## src/rtl/ad4008_pkg.sv

```systemverilog
// ---------------------------------------------------------------------------
// ad4008_pkg
// Shared definitions for the AD4008 serial-interface responder.
//   state_e           : responder FSM states
//   ADC_WIDTH_DEFAULT : default conversion word width
//   STATUS_BITS       : extra bits appended per frame when the status
//                       option (AD4008_RESPONDER_STATUS_EN) is built in
// ---------------------------------------------------------------------------
package ad4008_pkg;

    typedef enum logic [1:0] {
        StIdle,
        StConvert,
        StWaitLow,
        StShift
    } state_e;

    localparam int unsigned ADC_WIDTH_DEFAULT = 16;
    localparam int unsigned STATUS_BITS       = 2;

endpackage

```

## src/rtl/ad4008_responder_if.sv

```systemverilog
// ---------------------------------------------------------------------------
// ad4008_responder_if
// Bundles the sample valid/ready port, the 3-wire ADC link and the status
// outputs of the AD4008 responder.
//   master : fabric + reader side (drives sample_data/valid, cnv, sck)
//   slave  : responder side (drives sample_ready, sdo, busy, pulses)
// ---------------------------------------------------------------------------
interface ad4008_responder_if #(
    parameter int unsigned ADC_WIDTH = 16
);
    logic [ADC_WIDTH-1:0] sample_data;
    logic                 sample_valid;
    logic                 sample_ready;
    logic                 cnv;
    logic                 sck;
    logic                 sdo;
    logic                 busy;
    logic                 stale_pulse;
    logic                 abort_pulse;

    modport master (
        output sample_data, sample_valid, cnv, sck,
        input  sample_ready, sdo, busy, stale_pulse, abort_pulse
    );

    modport slave (
        input  sample_data, sample_valid, cnv, sck,
        output sample_ready, sdo, busy, stale_pulse, abort_pulse
    );
endinterface

```

## src/rtl/ad4008_edge_sync.sv

```systemverilog
// ---------------------------------------------------------------------------
// ad4008_edge_sync
// Multi-flop synchronizer for an asynchronous input plus one edge-detect
// register behind the last stage.
//   clk, aresetn : clock, async active-low reset
//   i_async      : asynchronous input
//   o_level      : synchronized level (last stage)
//   o_rise       : one-cycle pulse on a synchronized rising edge
//   o_fall       : one-cycle pulse on a synchronized falling edge
// ---------------------------------------------------------------------------
module ad4008_edge_sync #(
    parameter int unsigned SYNC_STAGES = 2
) (
    input  logic clk,
    input  logic aresetn,
    input  logic i_async,
    output logic o_level,
    output logic o_rise,
    output logic o_fall
);
    logic [SYNC_STAGES-1:0] r_sync;
    logic                   r_prev;

    always_ff @(posedge clk or negedge aresetn) begin
        if (!aresetn) begin
            r_sync <= '0;
            r_prev <= 1'b0;
        end else begin
            r_sync <= {r_sync[SYNC_STAGES-2:0], i_async};
            r_prev <= r_sync[SYNC_STAGES-1];
        end
    end

    assign o_level = r_sync[SYNC_STAGES-1];
    assign o_rise  = r_sync[SYNC_STAGES-1] & ~r_prev;
    assign o_fall  = ~r_sync[SYNC_STAGES-1] & r_prev;
endmodule

```

## src/rtl/ad4008_responder.sv

```systemverilog
// ---------------------------------------------------------------------------
// ad4008_responder
// Converter end of an AD4008 3-wire link (cnv, sck in; sdo out), serving
// words supplied by fabric through a one-entry valid/ready buffer. cnv and
// sck are oversampled by clk.
//   clk     : system clock
//   aresetn : asynchronous active-low reset
//   bus     : ad4008_responder_if.slave (sample port, cnv/sck/sdo, busy,
//             stale_pulse, abort_pulse)
// Build option: define AD4008_RESPONDER_STATUS_EN to append a stale bit and
// an even-parity bit after the data LSB of every frame.
// ---------------------------------------------------------------------------
module ad4008_responder
    import ad4008_pkg::*;
#(
    parameter int unsigned ADC_WIDTH   = ADC_WIDTH_DEFAULT,
    parameter int unsigned CONV_CYCLES = 15,
    parameter int unsigned SYNC_STAGES = 2
) (
    input logic               clk,
    input logic               aresetn,
    ad4008_responder_if.slave bus
);
`ifdef AD4008_RESPONDER_STATUS_EN
    localparam int unsigned FRAME_BITS = ADC_WIDTH + STATUS_BITS;
`else
    localparam int unsigned FRAME_BITS = ADC_WIDTH;
`endif
    localparam int unsigned BIT_CNT_W  = $clog2(FRAME_BITS);
    localparam int unsigned CONV_CNT_W = (CONV_CYCLES > 1) ? $clog2(CONV_CYCLES) : 1;

    // Synchronized inputs
    logic w_cnv_level, w_cnv_rise, w_cnv_fall;
    logic w_sck_level, w_sck_rise, w_sck_fall;
    logic w_unused_edges;

    ad4008_edge_sync #(
        .SYNC_STAGES (SYNC_STAGES)
    ) u_cnv_sync (
        .clk     (clk),
        .aresetn (aresetn),
        .i_async (bus.cnv),
        .o_level (w_cnv_level),
        .o_rise  (w_cnv_rise),
        .o_fall  (w_cnv_fall)
    );

    ad4008_edge_sync #(
        .SYNC_STAGES (SYNC_STAGES)
    ) u_sck_sync (
        .clk     (clk),
        .aresetn (aresetn),
        .i_async (bus.sck),
        .o_level (w_sck_level),
        .o_rise  (w_sck_rise),
        .o_fall  (w_sck_fall)
    );

    // Only cnv level/rise and sck fall drive the protocol.
    assign w_unused_edges = ^{w_cnv_fall, w_sck_level, w_sck_rise};

    // State
    state_e                  r_state;
    logic [ADC_WIDTH-1:0]    r_word;
    logic                    r_fresh;
    logic [FRAME_BITS-1:0]   r_shift;
    logic [BIT_CNT_W-1:0]    r_bit_cnt;
    logic [CONV_CNT_W-1:0]   r_conv_cnt;
    logic                    r_sdo;
    logic                    r_busy;
    logic                    r_stale_pulse;
    logic                    r_abort_pulse;

    logic                    w_capture;
    logic                    w_handshake;
    logic [FRAME_BITS-1:0]   w_frame_word;

    // A new conversion may start from IDLE or by cutting a frame short.
    assign w_capture   = w_cnv_rise && ((r_state == StIdle) || (r_state == StShift));
    assign w_handshake = bus.sample_valid && bus.sample_ready;

`ifdef AD4008_RESPONDER_STATUS_EN
    // Stale bit is set when the buffer holds no fresh word at capture.
    assign w_frame_word = {r_word, ~r_fresh, ^r_word};
`else
    assign w_frame_word = r_word;
`endif

    // One-entry buffer; on a handshake/capture collision the capture takes
    // the old word (via w_frame_word) and the incoming word stays fresh.
    always_ff @(posedge clk or negedge aresetn) begin
        if (!aresetn) begin
            r_word  <= '0;
            r_fresh <= 1'b0;
        end else if (w_handshake) begin
            r_word  <= bus.sample_data;
            r_fresh <= 1'b1;
        end else if (w_capture) begin
            r_fresh <= 1'b0;
        end
    end

    always_ff @(posedge clk or negedge aresetn) begin
        if (!aresetn) begin
            r_state       <= StIdle;
            r_shift       <= '0;
            r_bit_cnt     <= '0;
            r_conv_cnt    <= '0;
            r_sdo         <= 1'b0;
            r_busy        <= 1'b0;
            r_stale_pulse <= 1'b0;
            r_abort_pulse <= 1'b0;
        end else begin
            r_stale_pulse <= 1'b0;
            r_abort_pulse <= 1'b0;
            if (w_capture) begin
                r_shift       <= w_frame_word;
                r_stale_pulse <= ~r_fresh;
                r_abort_pulse <= (r_state == StShift);
                r_conv_cnt    <= CONV_CNT_W'(CONV_CYCLES - 1);
                r_busy        <= 1'b1;
                r_sdo         <= 1'b0;
                r_state       <= StConvert;
            end else begin
                unique case (r_state)
                    StIdle: begin
                        r_sdo <= 1'b0;
                    end
                    StConvert: begin
                        if (r_conv_cnt == '0) begin
                            r_busy <= 1'b0;
                            if (w_cnv_level) begin
                                r_state <= StWaitLow;
                            end else begin
                                r_sdo     <= r_shift[FRAME_BITS-1];
                                r_bit_cnt <= BIT_CNT_W'(FRAME_BITS - 1);
                                r_state   <= StShift;
                            end
                        end else begin
                            r_conv_cnt <= r_conv_cnt - CONV_CNT_W'(1);
                        end
                    end
                    StWaitLow: begin
                        if (!w_cnv_level) begin
                            r_sdo     <= r_shift[FRAME_BITS-1];
                            r_bit_cnt <= BIT_CNT_W'(FRAME_BITS - 1);
                            r_state   <= StShift;
                        end
                    end
                    StShift: begin
                        if (w_sck_fall) begin
                            if (r_bit_cnt == '0) begin
                                // Fall past the last bit ends the frame.
                                r_sdo   <= 1'b0;
                                r_state <= StIdle;
                            end else begin
                                r_shift   <= {r_shift[FRAME_BITS-2:0], 1'b0};
                                r_sdo     <= r_shift[FRAME_BITS-2];
                                r_bit_cnt <= r_bit_cnt - BIT_CNT_W'(1);
                            end
                        end
                    end
                    default: begin
                        r_state <= StIdle;
                    end
                endcase
            end
        end
    end

    assign bus.sample_ready = ~r_fresh | w_capture;
    assign bus.sdo          = r_sdo;
    assign bus.busy         = r_busy;
    assign bus.stale_pulse  = r_stale_pulse;
    assign bus.abort_pulse  = r_abort_pulse;
endmodule

```

## src/flat_wrapper.sv

```systemverilog
// flat-port wrapper written by rule: the top's interface ports become plain ports
module ad4008_responder_flat import ad4008_pkg::*;
#(
    parameter int unsigned ADC_WIDTH   = ADC_WIDTH_DEFAULT,
    parameter int unsigned CONV_CYCLES = 15,
    parameter int unsigned SYNC_STAGES = 2
)
  (clk, aresetn, bus_sample_data, bus_sample_valid, bus_cnv, bus_sck, bus_sample_ready, bus_sdo, bus_busy, bus_stale_pulse, bus_abort_pulse);
  ad4008_responder_if #(.ADC_WIDTH(ADC_WIDTH)) bus_i ();
  input logic clk;
  input logic aresetn;
  input wire logic [$bits(bus_i.sample_data)-1:0] bus_sample_data;
  input wire logic [$bits(bus_i.sample_valid)-1:0] bus_sample_valid;
  input wire logic [$bits(bus_i.cnv)-1:0] bus_cnv;
  input wire logic [$bits(bus_i.sck)-1:0] bus_sck;
  output wire logic [$bits(bus_i.sample_ready)-1:0] bus_sample_ready;
  output wire logic [$bits(bus_i.sdo)-1:0] bus_sdo;
  output wire logic [$bits(bus_i.busy)-1:0] bus_busy;
  output wire logic [$bits(bus_i.stale_pulse)-1:0] bus_stale_pulse;
  output wire logic [$bits(bus_i.abort_pulse)-1:0] bus_abort_pulse;
  assign bus_i.sample_data = bus_sample_data;
  assign bus_i.sample_valid = bus_sample_valid;
  assign bus_i.cnv = bus_cnv;
  assign bus_i.sck = bus_sck;
  assign bus_sample_ready = bus_i.sample_ready;
  assign bus_sdo = bus_i.sdo;
  assign bus_busy = bus_i.busy;
  assign bus_stale_pulse = bus_i.stale_pulse;
  assign bus_abort_pulse = bus_i.abort_pulse;
  ad4008_responder #(.ADC_WIDTH(ADC_WIDTH), .CONV_CYCLES(CONV_CYCLES), .SYNC_STAGES(SYNC_STAGES)) u_core (.clk(clk), .aresetn(aresetn), .bus(bus_i));
endmodule
```

## config.mk

```make
export PLATFORM = sky130hd
export DESIGN_NAME = ad4008_responder_flat
export DESIGN_NICKNAME = d
export VERILOG_FILES = /design/src/rtl/ad4008_pkg.sv /design/src/rtl/ad4008_responder_if.sv /design/src/rtl/ad4008_edge_sync.sv /design/src/rtl/ad4008_responder.sv /design/src/flat_wrapper.sv
export SDC_FILE = /design/constraint.sdc
export NUM_CORES = 1
export LEC_CHECK = 0
export CAP_MARGIN = 20
export CORE_MARGIN = 2
export CORE_UTILIZATION = 39
export DETAILED_ROUTE_END_ITERATION = 10
export PLACE_DENSITY = 0.64
export REMOVE_ABC_BUFFERS = 1
export SLEW_MARGIN = 20
export SYNTH_ARGS = -nofsm -noshare
export SYNTH_HDL_FRONTEND = slang
export SYNTH_HIERARCHICAL = 1
export SYNTH_SLANG_ARGS = --single-unit
```

## constraint.sdc

```tcl
create_clock -name clk -period 2.1 [get_ports clk]
set_input_delay 0.525 -clock clk [delete_from_list [all_inputs] [get_ports clk]]
set_output_delay 0.525 -clock clk [all_outputs]
set_load 0.02 [all_outputs]
```

Word level (Yosys, flattened, before mapping)
Index checks and enable logic that the tools add are counted.
- register bits: 53
- output and inout bits: 5
- add/subtract/negate cells: 2
- equal/unequal tests: 12
- multiplexer cells: 32
- bitwise gates (word level): 7
- reductions and logical operators: 19
- operators by type and width (operator ; number):
    $mux 16 ; 4
    $mux 4 ; 7
    $mux 1 ; 13
    $pmux 4 s3 ; 1
    $mux 2 ; 5
    $reduce_and 5->1 ; 2
    $reduce_bool 2->1 ; 5
    $ne 3x2->1 const B ; 3
    $logic_not 4->1 ; 2
    $sub 4x1->4 const B ; 2
    $ne 2x1->1 const B ; 3
    $pmux 2 s3 ; 1
    $reduce_and 2->1 ; 3
    $eq 2x2->1 const B ; 2
    $ne 2x2->1 const B ; 2
    $not 1->1 ; 4
    $pmux 1 s4 ; 1
    $reduce_bool 4->1 ; 1
    $ne 3x1->1 const B ; 1
    $reduce_and 3->1 ; 1
    $reduce_bool 3->1 ; 1
    $and 1x1->1 ; 2
    $eq 2x1->1 const B ; 1
    $logic_and 1x1->1 ; 2
    3 further kinds ; 3

Longest topological paths before layout
Gate-level depths: netlist of the first run.
- depth after elaboration: 6
- mapped depth: 9
- mapped depth without buffers: 6

Modules after synthesis
Netlist of the first run, hierarchy kept.
- by module, submodules not included (module ; instances ; cells each ; area each (µm²) ; sequential area each (µm²)):
    ad4008_responder ; 1 ; 215 ; 2238.4 ; 1176.1
    ad4008_edge_sync ; 2 ; 5 ; 90.1 ; 75.1

Worst setup path after synthesis of the first run
OpenSTA, ideal clock, no wires.
- kind: reg2reg
- start: register u_core.r_state[1]
- end: register u_core.r_word[0]
- library setup time: 0.125 ns
- arrival: 1.975 ns
- setup slack: 0.000 ns
- cell stages (with the launch flop): 10
- cell sequence: dfrtp_1 -> inv_1 -> ha_1 -> nand2b_1 -> buf_4 -> nand2_2 -> and2_4 -> buf_6 -> buf_6 -> mux2_2
- longest elaborated chain between the ends: 5
- ends and longest elaborated chain (element ; line ; source):
    start: declaration ; ad4008_responder.sv:63 ; state_e r_state;
    start signal: assignment ; ad4008_responder.sv:105 ; r_state <= StIdle;
    start signal: assignment ; ad4008_responder.sv:123 ; r_state <= StConvert;
    start signal: assignment ; ad4008_responder.sv:133 ; r_state <= StWaitLow;
    $eq 2x2->1 or $logic_not 2->1 (tied branches) ; ad4008_responder.sv:79 ; assign w_capture = w_cnv_rise && ((r_state == StIdle) || (r_state == StShift));
    $logic_or 1x1->1 (*) ; ad4008_responder.sv:79 ;
    $logic_and 1x1->1 (*) ; ad4008_responder.sv:79 ;
    $or 1x1->1 (*) ; ad4008_responder.sv:171 ; assign bus.sample_ready = ~r_fresh | w_capture;
    named net bus_sample_ready ; flat_wrapper.sv:16 ; output wire logic [$bits(bus_i.sample_ready)-1:0] bus_sample_ready;
    $logic_and 1x1->1 (*) ; ad4008_responder.sv:80 ; assign w_handshake = bus.sample_valid && bus.sample_ready;
    end signal: assignment ; ad4008_responder.sv:96 ; r_word <= bus.sample_data;
    end: declaration ; ad4008_responder.sv:64 ; logic [ADC_WIDTH-1:0] r_word;
Mark *: on every way through the listed nets, which the timed path passes. The rest lies on a longest branch.
A chain may end at the register's enable or synchronous reset.

Worst setup path after layout of the first run
- start: register u_core.r_state[0]
- end: output port bus_sample_ready
- longest elaborated chain between the ends: 4
- ends and longest elaborated chain (element ; line):
    $eq 2x2->1 or $logic_not 2->1 (tied branches) ; ad4008_responder.sv:79
    $logic_or 1x1->1 (*) ; ad4008_responder.sv:79
    $logic_and 1x1->1 (*) ; ad4008_responder.sv:79
    $or 1x1->1 (*) ; ad4008_responder.sv:171
    end: declaration ; flat_wrapper.sv:16
Every way passes the cells marked *; elsewhere a longest branch is shown, timed or not.

==> results.cfg, run 1 <==
[run_status]
status = completed

[clocking]
clk_pin_slew_ns = 0.09
hold_buffers = 0
cts_buffer_depth = 2
ctsRootBufferMaster = clkbuf_8
clkLatencyLatePin_ns = 0.32
cts.sinks = 53
cts_tree = done
postCtsSetupRepairBufs = 0
cts_buffers = 5
htree_levels = 2

[floorplanning]
die-area_mm2 = 0.00681
io_pins = 26
die_w_um = 82.5
coreArea_mm2 = 0.00596
die_h_um = 82.5
start_util_pct = 40.4
placementRows = 28

[place]
hpwl_um = 2780
io_buffers = 25
placed_cells = 320
place_area_mm2 = 0.00277
routabilityCongestion = 0.744

[global_route]
grt_pass1_wl_um = 7310
grt_pass1_vias = 1575
overflow = 0
grt_max_degree = 54
antenna_found_initial = 0
grt_util_all_layers_pct = 14.3

[sta]
setup_viol = 0
skew_ns = 0.0104
hold_viol = 0
slew_viol_final = 0
min_period_ns = 1.96
worst_slew_pin_slew_ns = 0.422
rsz0062_at_grt = false
min_period_over_period_pct = 93.5
maxSlewHeadroom_pct = 71.8
timing.fmax_mhz = 510

[setup_path]
cp_max_fo = 3
cp_data_required_time_ns = 1.57
end_kind = primary output
worstPathArrival_ns = 1.44
criticalPathCategory = reg2out
regToRegSetupSlack_ns = 0.19
start_kind = register

[power_and_ir_drop]
ir_worst_vdd_uv = 662
seqPwrFrac_pct = 42.7
cellInternalPower_uw = 2490
p_total_uw = 3860
powerDensity_mw_per_mm2 = 1350
p_sw_share_pct = 35.5
pwr-share-comb_pct = 41.8
leakagePower_uw = 0.00125
clkPwrFrac_pct = 15.5
switchingPower_uw = 1370

[layout]
seq_area_mm2 = 0.00133
layout.nets = 280
drive_gt1_share_pct = 19.0
area_growth_pct = 19.1
diodes = 0
multi_input_area_um2 = 961
fin_area_mm2 = 0.00286
nFillCells = 589
fin_util_pct = 48.1
fin_cells = 328

[synth]
syn_inst = 223
synth.avg_cell_area_um2 = 10.8
syn_area_mm2 = 0.00240
ys_warn_count = 6

[route]
drt-total-wl_um = 4060
drtIter0Drc = 80
drtAntennaViolNets = 0
via_count = 1641
avgRoutedWirePerCell_um = 12.4
viasPerCell = 5.00
drt_pass1_iterations = 4
drc = 0

[worst_hold_path]
hp-class = in2async

[flow_run]
cap_violations = 0
## power by group through the flow
| stage | Sequential, uW | Combinational [uW] | Clock (uW) |
|---|---|---|---|
| floorplan | 1650 | 1140 | 0 |
| global placement | 1660 | 1590 | 0 |
| detailed placement | 1670 | 1630 | 0 |
| CTS | 1650 | 1640 | 621 |
| global route | 1710 | 1830 | 672 |
| finish | 1650 | 1610 | 599 |
## final timing paths
kind                                                        from                                     to  cells past startpoint
max                                u_core/r_state[0]$_DFFE_PN0P_                       bus_sample_ready                      5
min                                                      aresetn  u_core/u_sck_sync/r_sync[1]$_DFF_PN0_                      2
max reg2reg                     u_core/r_conv_cnt[0]$_DFFE_PN0P_        u_core/r_bit_cnt[3]$_DFFE_PN0P_                      6
min reg2reg                u_core/u_sck_sync/r_sync[0]$_DFF_PN0_  u_core/u_sck_sync/r_sync[1]$_DFF_PN0_                      0
max in group asynchronous                                aresetn       u_core/bus.abort_pulse$_DFF_PN0_                      2
min in group clk           u_core/u_sck_sync/r_sync[0]$_DFF_PN0_  u_core/u_sck_sync/r_sync[1]$_DFF_PN0_                      0
## sequential cells by signal, indices dropped and copies added, names as in the netlist
| register | count |
|---|---|
| u_core/r_shift | 16 |
| u_core/r_word | 16 |
| u_core/r_bit_cnt | 4 |
| u_core/r_conv_cnt | 4 |
| u_core/r_state | 2 |
| u_core/u_cnv_sync/r_sync | 2 |
| u_core/u_sck_sync/r_sync | 2 |
| u_core/bus.abort_pulse | 1 |
| u_core/bus.busy | 1 |
| u_core/bus.sdo | 1 |
| u_core/bus.stale_pulse | 1 |
| u_core/r_fresh | 1 |
| u_core/u_cnv_sync/r_prev | 1 |
| u_core/u_sck_sync/r_prev | 1 |
## worst max-delay path: stages, from the launching register on
cell and delay (ns):
dfrtp_1 0.35, inv_1 0.05, ha_1 0.30, nand2b_1 0.18
nand2_2 0.09, buf_2 0.16
## timing repair
item	4_1_cts	5_1_grt
setup endpoints to repair	1	3
resized for setup	3	2
hold endpoints to repair	0	0
## layout make-up
| class | count | area share [%] |
|---|---|---|
| Multi-Input combinational cell | 145 | 33.6 |
| Clock buffer | 6 | 2.88 |
| Inverter | 12 | 1.57 |
| Sequential cell | 53 | 46.3 |
| Timing Repair Buffer | 35 | 11.9 |
| Clock inverter | 2 | 0.481 |
| Tap cell | 75 | 3.28 |
## metal layers
metal  GRT usage (%)  share of wire (%)
met4            5.41                1.5
met1            18.9                 48
met2            21.9                 45
met5               0                  0
met3            4.67                5.2
## cell usage in the layout, fill, tap and decap left out, types with 2 or more instances in the layout
cell type         n
dfrtp_1          53
nand2_1          39
clkdlybuf4s50_1  23
nor2_1           19
a31oi_1          17
mux2_2           15
inv_1            12
buf_4             8
ha_1              7
clkbuf_8          6
o21ai_0           5
nand3_1           3
a21oi_1           3
nand4_1           3
buf_2             2
nand2b_1          2
nor2b_1           2
and2_4            2
mux2i_1           2
o22ai_1           2
a22o_2            2
nor3_1            2
buf_12            2
## metrics by stage
stage / setup TNS (ns) / hold slack (ns) / worst slack (ns)
floorplan: -14.91 / 0.229 / -0.708
global placement: 0 / 0.333 / 0.0479
detailed placement: 0 / 0.335 / 0.0534
CTS: 0 / 0.191 / 0.0195
global route: 0 / 0.192 / 0.0308
finish: 0 / 0.182 / 0.138
No activity file was read; power rests on OpenSTA's default activity.
==> run 2: changes to the inputs <==
--- a/config.mk
+++ b/config.mk
@@ -6,10 +6,10 @@
 export NUM_CORES = 1
 export LEC_CHECK = 0
 export CAP_MARGIN = 20
-export CORE_MARGIN = 2
+export CORE_MARGIN = 10
 export CORE_UTILIZATION = 39
 export DETAILED_ROUTE_END_ITERATION = 10
-export PLACE_DENSITY = 0.64
+export PLACE_DENSITY = 0.59
 export REMOVE_ABC_BUFFERS = 1
 export SLEW_MARGIN = 20
 export SYNTH_ARGS = -nofsm -noshare
==> run 2 against run 1 <==
Final area down 0.61%; combinational power about the same; sequential share of layout area up 0.29 points; via count down 0.30%; die area up 43%; critical path type unchanged; critical endpoint unchanged; largest cell class unchanged.
==> results.cfg, run 2 (synthesized netlist as in run 1, its figures left out) <==
[place]
routabilityCongestion = 0.735
io_buffers = 25
hpwl_um = 3090

[run_status]
status = completed

[layout]
multi_input_area_um2 = 961
drive_gt1_share_pct = 18.3
area_growth_pct = 18.4
seq_area_mm2 = 0.00133
layout.nets = 279
final_common_cell = dfrtp_1
nFillCells = 579
largest_registers = u_core/r_shift (16), u_core/r_word (16)
diodes = 0
final_cell_mix = dfrtp_1 (53), nand2_1 (39), clkdlybuf4s50_1 (23), nor2_1 (19), a31oi_1 (17)

[sta]
min_period_ns = 1.96
setup_viol = 0
maxSlewHeadroom_pct = 69.1
worst_slew_pin_slew_ns = 0.463
fin_setup_tns_ns = 0
rsz0062_at_grt = false
slew_viol_final = 0
timing.fmax_mhz = 510
hold_viol = 0
min_period_over_period_pct = 93.4
skew_ns = 0.00421
holdWs_ns = 0.164

[clocking]
cts_tree = done
postCtsSetupRepairBufs = 0
clkLatencyLatePin_ns = 0.30
hold_buffers = 0
ctsRootBufferMaster = clkbuf_8
clk_pin_slew_ns = 0.09
cts_buffer_depth = 2
cts_buffers = 5
htree_levels = 2
cts.sinks = 53
post_cts_resize_count = 3

[global_route]
antenna_found_initial = 0
grt_max_degree = 36
overflow = 0
grt_pass1_vias = 1664
grt_pass1_wl_um = 7780
grt_util_all_layers_pct = 9.24

[route]
drtAntennaViolNets = 0
wl_met3_um = 191
avgRoutedWirePerCell_um = 13.4
via_count = 1636
top_layer = met4
wl_met1_um = 2210
wl_met2_um = 1920
drc = 0
drt_pass1_iterations = 4
drtIter0Drc = 101
drt-total-wl_um = 4380
viasPerCell = 5.00

[setup_path]
cp_data_required_time_ns = 1.57
worstPathArrival_ns = 1.44
end_kind = primary output
criticalPathCategory = reg2out
cp_max_fo = 3
start_kind = register

[floorplanning]
die-area_mm2 = 0.00970
die_w_um = 98.5
die_h_um = 98.5
start_util_pct = 40.4
io_pins = 26
placementRows = 28
coreArea_mm2 = 0.00596

[flow_run]
cap_violations = 0

[power_and_ir_drop]
leakagePower_uw = 0.00124
ir_worst_vdd_uv = 944
powerDensity_mw_per_mm2 = 1350

[worst_hold_path]
hp-class = in2async
==> run 2: critical path: stages, from the launching register on <==
cell	delay, ns
dfrtp_1	0.35
inv_1	0.05
ha_1	0.30
nand2b_1	0.18
nand2_2	0.09
buf_2	0.16
==> run 2: worst paths after layout <==
kind	startpoint	to	slack [ns]	cells past startpoint
setup / recovery	u_core/r_state[0]$_DFFE_PN0P_	bus_sample_ready	0.14	5
hold / removal	aresetn	u_core/r_conv_cnt[3]$_DFFE_PN0P_	0.16	1
setup reg to reg	u_core/r_conv_cnt[0]$_DFFE_PN0P_	u_core/r_bit_cnt[3]$_DFFE_PN0P_	0.15	6
hold reg to reg	u_core/u_sck_sync/r_sync[0]$_DFF_PN0_	u_core/u_sck_sync/r_sync[1]$_DFF_PN0_	0.36	0
max in group asynchronous	aresetn	u_core/r_word[8]$_DFFE_PN0P_	1.40	2
min in group clk	u_core/u_sck_sync/r_sync[0]$_DFF_PN0_	u_core/u_sck_sync/r_sync[1]$_DFF_PN0_	0.36	0
==> run 2: through the flow <==
stage	power, uW	worst slack, ns	cell area, um2	instances	utilization (%)
after floorplan	2790	-0.708	2330	210	-
final	3830	0.139	2850	327	47.8
after detailed placement	3300	0.0261	2760	319	46.4
after global placement	3270	0.0337	2760	319	46.4
after global routing	4170	0.0239	2850	327	47.8
after CTS	3880	0.0218	2850	327	47.8
==> run 2: cell type report <==
cell class / count / share of cell area [%]
clock inverters: 2 / 0.484
repair buffers: 34 / 11.7
well taps: 75 / 3.30
inverters: 12 / 1.58
flip-flops and latches: 53 / 46.6
multi-input cells: 145 / 33.8
clock buffers: 6 / 2.55
==> run 2: layer usage <==
layer / vias up / global-route usage (%)
met3: 6 / 2.65
met5: - / 0
met1: 788 / 12.3
li1: 814 / -
met4: 0 / 2.98
met2: 28 / 14.0
==> run 2: where the power goes <==
group | internal (uW) | switching (uW) | total (uW)
Clock | 238 | 325 | 563
Combinational | 784 | 829 | 1610
Sequential | 1430 | 222 | 1650
